===== src/rtl/branch_predictor.sv =====
// Gshare branch predictor: 2-bit saturating counters indexed by fetch PC XOR global history.
// A post-reset sweep initialises every counter before predictions and training are enabled.
module branch_predictor #(
   parameter int         IDX_W       = 8,
   parameter int         GHR_W       = 8,
   parameter logic [1:0] INIT_CNT    = 2'b01,
   parameter int         CRAM_ADDR_W = 16
) (
   input  logic                   clk,
   input  logic                   rst,
   input  logic [CRAM_ADDR_W-1:0] i_fetch_pc,
   output logic                   take_flag,
   input  logic                   i_resolve_valid,
   input  logic [CRAM_ADDR_W-1:0] i_resolve_pc,
   input  logic                   i_resolve_taken,
   input  logic                   i_resolve_mispred,
   output logic                   o_busy,
   output logic [31:0]            o_branch_cnt,
   output logic [31:0]            o_miss_cnt
);

   localparam int DEPTH = 2**IDX_W;

   typedef enum logic {ST_INIT = 1'b0, ST_RUN = 1'b1} state_t;

   state_t           r_state;
   logic [IDX_W-1:0] r_init_ptr;
   logic [GHR_W-1:0] r_ghr;
   logic [31:0]      r_branch_cnt;
   logic [31:0]      r_miss_cnt;
   logic [1:0]       r_table [DEPTH];

   logic [IDX_W-1:0] w_ghr_ext;
   logic [IDX_W-1:0] w_fetch_idx;
   logic [IDX_W-1:0] w_res_idx;
   logic [1:0]       w_res_cnt;
   logic [1:0]       w_res_next;
   logic             w_upd;
   logic             w_we;
   logic [IDX_W-1:0] w_waddr;
   logic [1:0]       w_wdata;
   logic             w_unused;

   assign w_ghr_ext   = IDX_W'(r_ghr);
   assign w_fetch_idx = i_fetch_pc[IDX_W+1:2] ^ w_ghr_ext;
   assign w_res_idx   = i_resolve_pc[IDX_W+1:2] ^ w_ghr_ext;
   assign w_res_cnt   = r_table[w_res_idx];

   always_comb begin
      w_res_next = w_res_cnt;
      if (i_resolve_taken) begin
         if (w_res_cnt != 2'd3) w_res_next = w_res_cnt + 2'd1;
      end else begin
         if (w_res_cnt != 2'd0) w_res_next = w_res_cnt - 2'd1;
      end
   end

   // Single write port is shared: the sweep owns it in INIT, resolves own it in RUN.
   assign w_upd   = (r_state == ST_RUN) && i_resolve_valid;
   assign w_we    = (r_state == ST_INIT) || w_upd;
   assign w_waddr = (r_state == ST_INIT) ? r_init_ptr : w_res_idx;
   assign w_wdata = (r_state == ST_INIT) ? INIT_CNT : w_res_next;

   always_ff @(posedge clk) begin
      if (w_we) r_table[w_waddr] <= w_wdata;
   end

   always_ff @(posedge clk or posedge rst) begin
      if (rst) begin
         r_state      <= ST_INIT;
         r_init_ptr   <= '0;
         r_ghr        <= '0;
         r_branch_cnt <= '0;
         r_miss_cnt   <= '0;
      end else begin
         case (r_state)
            ST_INIT: begin
               r_init_ptr <= r_init_ptr + 1'b1;
               if (r_init_ptr == IDX_W'(DEPTH - 1)) r_state <= ST_RUN;
            end
            ST_RUN: begin
               if (i_resolve_valid) begin
                  r_ghr <= {r_ghr[GHR_W-2:0], i_resolve_taken};
                  if (r_branch_cnt != 32'hFFFF_FFFF) r_branch_cnt <= r_branch_cnt + 32'd1;
                  if (i_resolve_mispred && (r_miss_cnt != 32'hFFFF_FFFF))
                     r_miss_cnt <= r_miss_cnt + 32'd1;
               end
            end
            default: r_state <= ST_INIT;
         endcase
      end
   end

   // Prediction reads the pre-write counter; a same-cycle resolve shows up next cycle.
   assign take_flag    = (r_state == ST_RUN) && r_table[w_fetch_idx][1];
   assign o_busy       = (r_state == ST_INIT);
   assign o_branch_cnt = r_branch_cnt;
   assign o_miss_cnt   = r_miss_cnt;

   assign w_unused = ^{i_fetch_pc[1:0], i_fetch_pc[CRAM_ADDR_W-1:IDX_W+2],
                       i_resolve_pc[1:0], i_resolve_pc[CRAM_ADDR_W-1:IDX_W+2]};

endmodule


===== config.mk =====
export PLATFORM = sky130hd
export DESIGN_NAME = branch_predictor
export DESIGN_NICKNAME = d
export VERILOG_FILES = /design/src/rtl/branch_predictor.sv
export SDC_FILE = /design/constraint.sdc
export NUM_CORES = 1
export LEC_CHECK = 0
export CAP_MARGIN = 40
export CORE_MARGIN = 4
export CORE_UTILIZATION = 66
export CTS_CLUSTER_SIZE = 10
export DETAILED_ROUTE_END_ITERATION = 10
export PLACE_DENSITY_LB_ADDON = 0.12
export SKIP_CTS_REPAIR_TIMING = 1
export SYNTH_ARGS = -nofsm -noshare
export SYNTH_HDL_FRONTEND = slang
export SYNTH_SLANG_ARGS = --single-unit

===== constraint.sdc =====
create_clock -name clk -period 27.2 [get_ports clk]
set_clock_uncertainty 0.05 [all_clocks]
set_input_delay 5.44 -clock clk [delete_from_list [all_inputs] [get_ports clk]]
set_output_delay 5.44 -clock clk [all_outputs]
set_load 0.01 [all_outputs]

# Yosys cells after proc, flatten, opt, wreduce, memory -nomap -nowiden
# Memory sizes are Yosys's and may differ from the RTL's.
# Cells that the tools add are included.
[totals]
n_memories = 1
wordCells = 35
ff_bits = 81
ramBits = 512
[op_classes]
eq_ne = 4
add_sub_neg = 5
muxes = 9
n_bitwise = 3
n_reduce_logical = 8
[mem_list]
columns = ["memory", "words", "width", "read_ports", "rd_ports_with_merged_regs", "wr", "line", "text"]
rows = [
  ["r_table", 256, 2, 2, 0, 1, "31", "logic [1:0] r_table [DEPTH];"],
]
[ops]
columns = ["op", "count"]
rows = [
  ["32-bit by 1-bit adder with 32-bit output (second input constant)", 2],
  ["32-bit inequality test (second input constant)", 2],
  ["8-bit bitwise XOR", 2],
  ["8-bit by 1-bit adder with 8-bit output (second input constant)", 1],
  ["8-bit equality test (second input constant)", 1],
  ["2-bit two-way mux", 4],
  ["8-bit two-way mux", 1],
  ["3-bit AND reduction", 2],
  ["1-bit two-way mux", 4],
  ["1-bit logical AND", 3],
  ["2-bit by 1-bit adder with 2-bit output (second input constant)", 1],
  ["2-bit inequality test (second input constant)", 1],
  ["2-bit AND reduction", 1],
  ["2-bit nonzero test", 1],
  ["2-bit by 1-bit subtractor with 2-bit output (second input constant)", 1],
  ["1-bit logical OR", 1],
  ["1-bit NOT", 1],
]

# Logic depth before layout (Yosys ltp)
# An unclocked memory read counts as a cell.
[logic_depth]
depth_word = 6
mapped_depth = 12
depth_no_buf = 8

# Worst setup path after synthesis
# Ideal clock, no wire load.
[synth_path]
path_type = "input to register"
startpoint = "input i_resolve_pc[2]"
endpoint = "memory r_table[0][0], data pin"
arrival_time_ns = 17.800
t_required_ns = 24.906
n_path_buf = 1
path_stages = 8
path_slack_ns = 7.105
path_cell_list = "xor2_2 > buf_2 > mux4_2 > a32oi_1 > nand4_1 > or4_1 > and4b_1 > a211oi_1"
[synth_between]
elab_chain_len = 6
word_cells_on_any_way = 10
[synth_rtl]
columns = ["element", "line", "text"]
rows = [
  ["start: declaration", "14", "input logic [CRAM_ADDR_W-1:0] i_resolve_pc,"],
  ["8-bit bitwise XOR (*)", "46", "assign w_res_idx = i_resolve_pc[IDX_W+1:2] ^ w_ghr_ext;"],
  ["memory 256 x 2 bit (*)", "--", ""],
  ["2-bit by 1-bit subtractor with 2-bit output (tied with other cells)", "54", "if (w_res_cnt != 2'd0) w_res_next = w_res_cnt - 2'd1;"],
  ["2-bit two-way mux, on equally long branches", "54, 52", ""],
  ["2-bit two-way mux (*)", "51", "if (i_resolve_taken) begin"],
  ["2-bit two-way mux (*)", "62", "assign w_wdata = (r_state == ST_INIT) ? INIT_CNT : w_res_next;"],
  ["named net w_wdata[0]", "41", "logic [1:0] w_wdata;"],
  ["end: declaration", "31", ""],
]
# The timed path passes the listed nets; every way through them passes the cells marked *.

# Worst setup path after layout
[layout_path]
startpoint = "input i_fetch_pc[2]"
endpoint = "output take_flag"
[layout_between]
elab_chain_len = 3
[layout_rtl]
columns = ["element", "line", "text"]
rows = [
  ["start: declaration", "11", "input logic [CRAM_ADDR_W-1:0] i_fetch_pc,"],
  ["8-bit bitwise XOR", "45", "assign w_fetch_idx = i_fetch_pc[IDX_W+1:2] ^ w_ghr_ext;"],
  ["memory 256 x 2 bit", "--", ""],
  ["1-bit logical AND", "95", "assign take_flag = (r_state == ST_RUN) && r_table[w_fetch_idx][1];"],
  ["end: declaration", "12", "output logic take_flag,"],
]
# No other way between the ends.

==> summary.md <==
| Metric | Value |
|---|---|
| Status | `complete, no violations` |
| PwrDens | `62.2 nW/um^2` |
| Most frequent CP cell | `mux4_2` |
| Total track usage | `32.4%` |
| Clk slew on worst S/H paths | `0.06 ns` |
| Drc violations | `0` |
| Post-synth EDFFs | `512` |
| Crit path cell chain | `clkdlybuf4s50_1, xor2_4, buf_12, buf_4, buf_12, mux4_2, mux4_2, mux2i_1, mux4_2, o31ai_1, clkdlybuf4s50_1` |
| GP Congestion | `0.929` |
| Initial core utilization | `67.0%` |
| Vias per inst | `7.13` |
| Slew HR | `34.9%` |
| DR vias | `16700` |
| CTS tree | `yes` |
| Ys Warns | `0` |
| Worst Path Required | `21.71 ns` |
| Pins Over Slew Limit | `0` |
| Main combinational cell family by area after synthesis | `multiplexers` |
| Worst path max stage delay | `0.55 ns` |
| Dominant synthesized flop cell | `edfxtp_1` |
| Antenna viol nets, final | `0` |
| Buffer and inverter count on the worst path | `5` |
| Synth top area share | `57.6%` |
| Rows | `73` |
| Pleak | `9.74 nW` |
| Grt ovf | `0` |
| First-pass GRT wire length | `105 mm` |
| Xor/xnor cell area share of the yosys netlist | `3.12%` |
| Share of layout cells above drive strength 1 | `19.6%` |
| Worst EP arrival | `9.81 ns` |
| IO buf count | `86` |
| Top-level port count | `103` |
| Post-Synth Adder-Cell Area | `0.141%` |
| Clock buffer depth | `3` |
| CP Max Fanout | `25` |
| Final period util | `56.3%` |
| Crit. End Element | `output pin` |
| Drt initial violations | `3003` |
| Mux cell area share after synthesis | `18.0%` |
| Compound-Gate Fraction of Synth Area | `2.88%` |
| Drt pass-1 iters | `6` |
| Worst slew pin tran | `0.968 ns` |
| Vias in the first global route | `16900` |
| Max Clk Rate | `65.3 MHz` |
| Max-Cap Viols | `0` |
| H-Tree Depth | `3` |
| RSZ-0062 raised after global routing | `false` |
| Asr flop ratio synth | `13.7%` |
| Register bit total from synthesis | `593` |
| Die height | `209 um` |
| Sink Count | `593` |
| Worst VDD drop | `0.0000531 V` |
| Cts bufs inserted | `69` |
| Placed Cells incl. Taps | `2242` |
| Most frequent cells in the layout | `edfxtp_1, nor2_1, mux4_2, nand2_1, clkdlybuf4s50_1` |
| Area grow syn2layout | `13.7%` |
| Synthesized net count | `1724` |
| Synth top area cells | `edfxtp_1, mux4_2, dfrtp_1` |
| Per-cell routed wire length | `29.7 um` |
| Die Area | `43700 um^2` |
| Mapped cell area | `26700 um^2` |
| Synth area leader | `edfxtp_1` |
| Synthesized instance count | `1684` |
| Most common cell after layout, fill and taps aside | `edfxtp_1` |
| Finished Layout Cells | `2344` |
| Sequential share of the synthesized area | `65.2%` |
| Worst path slowest cell | `clkdlybuf4s50_1` |
| Setup Total Neg Slack | `0 ns` |
| Initial antenna violation count | `0` |
| Worst skew pair latency | `0.60 ns` |
| Post-route minimum period | `15.30 ns` |
| Cell family with most CP delay | `buffers and inverters` |
| Hold Crit Class | `register to register` |
| CTS root buf | `clkbuf_16` |
| Final WL | `69.6 mm` |
| Setup CP Type | `primary input to output pin` |
| Final setup vio count | `0` |
| Core Region | `39800 um^2` |
| Layout Nets | `1828` |
| Die width | `209 um` |
| Inserted Diodes | `0` |
| Critical path launch point type | `primary input` |
| DP Wirelength | `42.6 mm` |
| Final Hold Viols | `0` |
| Syn Area/Cell | `15.9 um^2` |
| Post-synthesis simple-gate area fraction | `8.87%` |
| Synth cell types | `55` |
| Layout fillers | `2288` |
| Largest net degree at the start of global routing | `129` |
[Yosys cell counts (9+ instances only)]
cell,instances
mux2i_1,10
clkbuf_1,59
buf_4,12
nand2_1,137
dfrtp_1,81
and4_1,10
mux4_2,206
xor2_1,29
a22oi_1,25
nand4_1,27
xnor2_1,61
buf_2,26
nand3_1,36
nor4_1,9
edfxtp_1,512
nor2_1,298
a21oi_1,28
nor3_1,13
[per-stage QoR]
| stage | setup WS [ns] | util, % | instance area (um^2) | hold WS, ns | power (mW) |
|---|---|---|---|---|---|
| 6_report | 11.90 | 76.2 | 30400 | 0.440 | 1.89 |
| 5_1_grt | 11.79 | 76.2 | 30400 | 0.459 | 1.94 |
| 4_1_cts | 11.94 | 76.2 | 30400 | 0.443 | 1.89 |
| 3_5_place_dp | 11.98 | 71.3 | 28400 | 0.431 | 1.08 |
| 3_3_place_gp | 11.29 | 70.8 | 28200 | 0.423 | 1.07 |
| 2_1_floorplan | 7.11 | - | 26700 | 0.413 | 1.05 |
[path summary, 6_finish.rpt]
check / startpoint / end / cells past startpoint / slack, ns
setup / recovery: i_fetch_pc[2] / take_flag / 11 / 11.90
hold / removal: o_branch_cnt[23]$_DFFE_PP0P_ / o_branch_cnt[23]$_DFFE_PP0P_ / 1 / 0.44
setup reg to reg: r_ghr[0]$_DFFE_PP0P_ / r_table[22][0]$_DFFE_PP_ / 13 / 21.00
hold reg to reg: o_branch_cnt[23]$_DFFE_PP0P_ / o_branch_cnt[23]$_DFFE_PP0P_ / 1 / 0.44
max in group asynchronous: rst / r_init_ptr[6]$_DFFE_PP0N_ / 4 / 21.28
min in group asynchronous: rst / o_branch_cnt[5]$_DFFE_PP0P_ / 3 / 5.25
[kinds of logic after synthesis]
group,count (synthesis)
mux,222
buf+inv,107
xor+xnor,92
fa+ha+maj,3
flops,593
simple gates,557
compound gates,110
[per-layer routing]
metal	wire (um)	GRT usage (%)
met3	8530	7.30
met1	25300	46.5
met5	0	0
met2	32400	49.3
met4	3470	13.7
[flip-flops by register name, summed over array words and instances, names as in the netlist]
| name | count |
|---|---|
| r_state | 1 |
| r_table | 512 |
| o_miss_cnt | 32 |
| r_ghr | 8 |
| o_branch_cnt | 32 |
| r_init_ptr | 8 |
[area by class of cell]
class | count | area, um^2 | share of cell area [%]
well taps | 525 | 657 | 2.16
repair buffers | 135 | 1360 | 4.48
inverters | 5 | 20.0 | 0.0659
clock buffers | 98 | 1910 | 6.29
multi-input cells | 984 | 8960 | 29.5
clock inverters | 4 | 42.5 | 0.140
flip-flops and latches | 593 | 17400 | 57.3
[report_power, final]
| part | leakage [nW] | internal (mW) | switching [mW] |
|---|---|---|---|
| Clock | 0.944 | 0.483 | 0.346 |
| Combinational | 3.22 | 0.0357 | 0.0482 |
| Sequential | 5.58 | 0.976 | 0 |
Power figures use the tool's default switching activity.
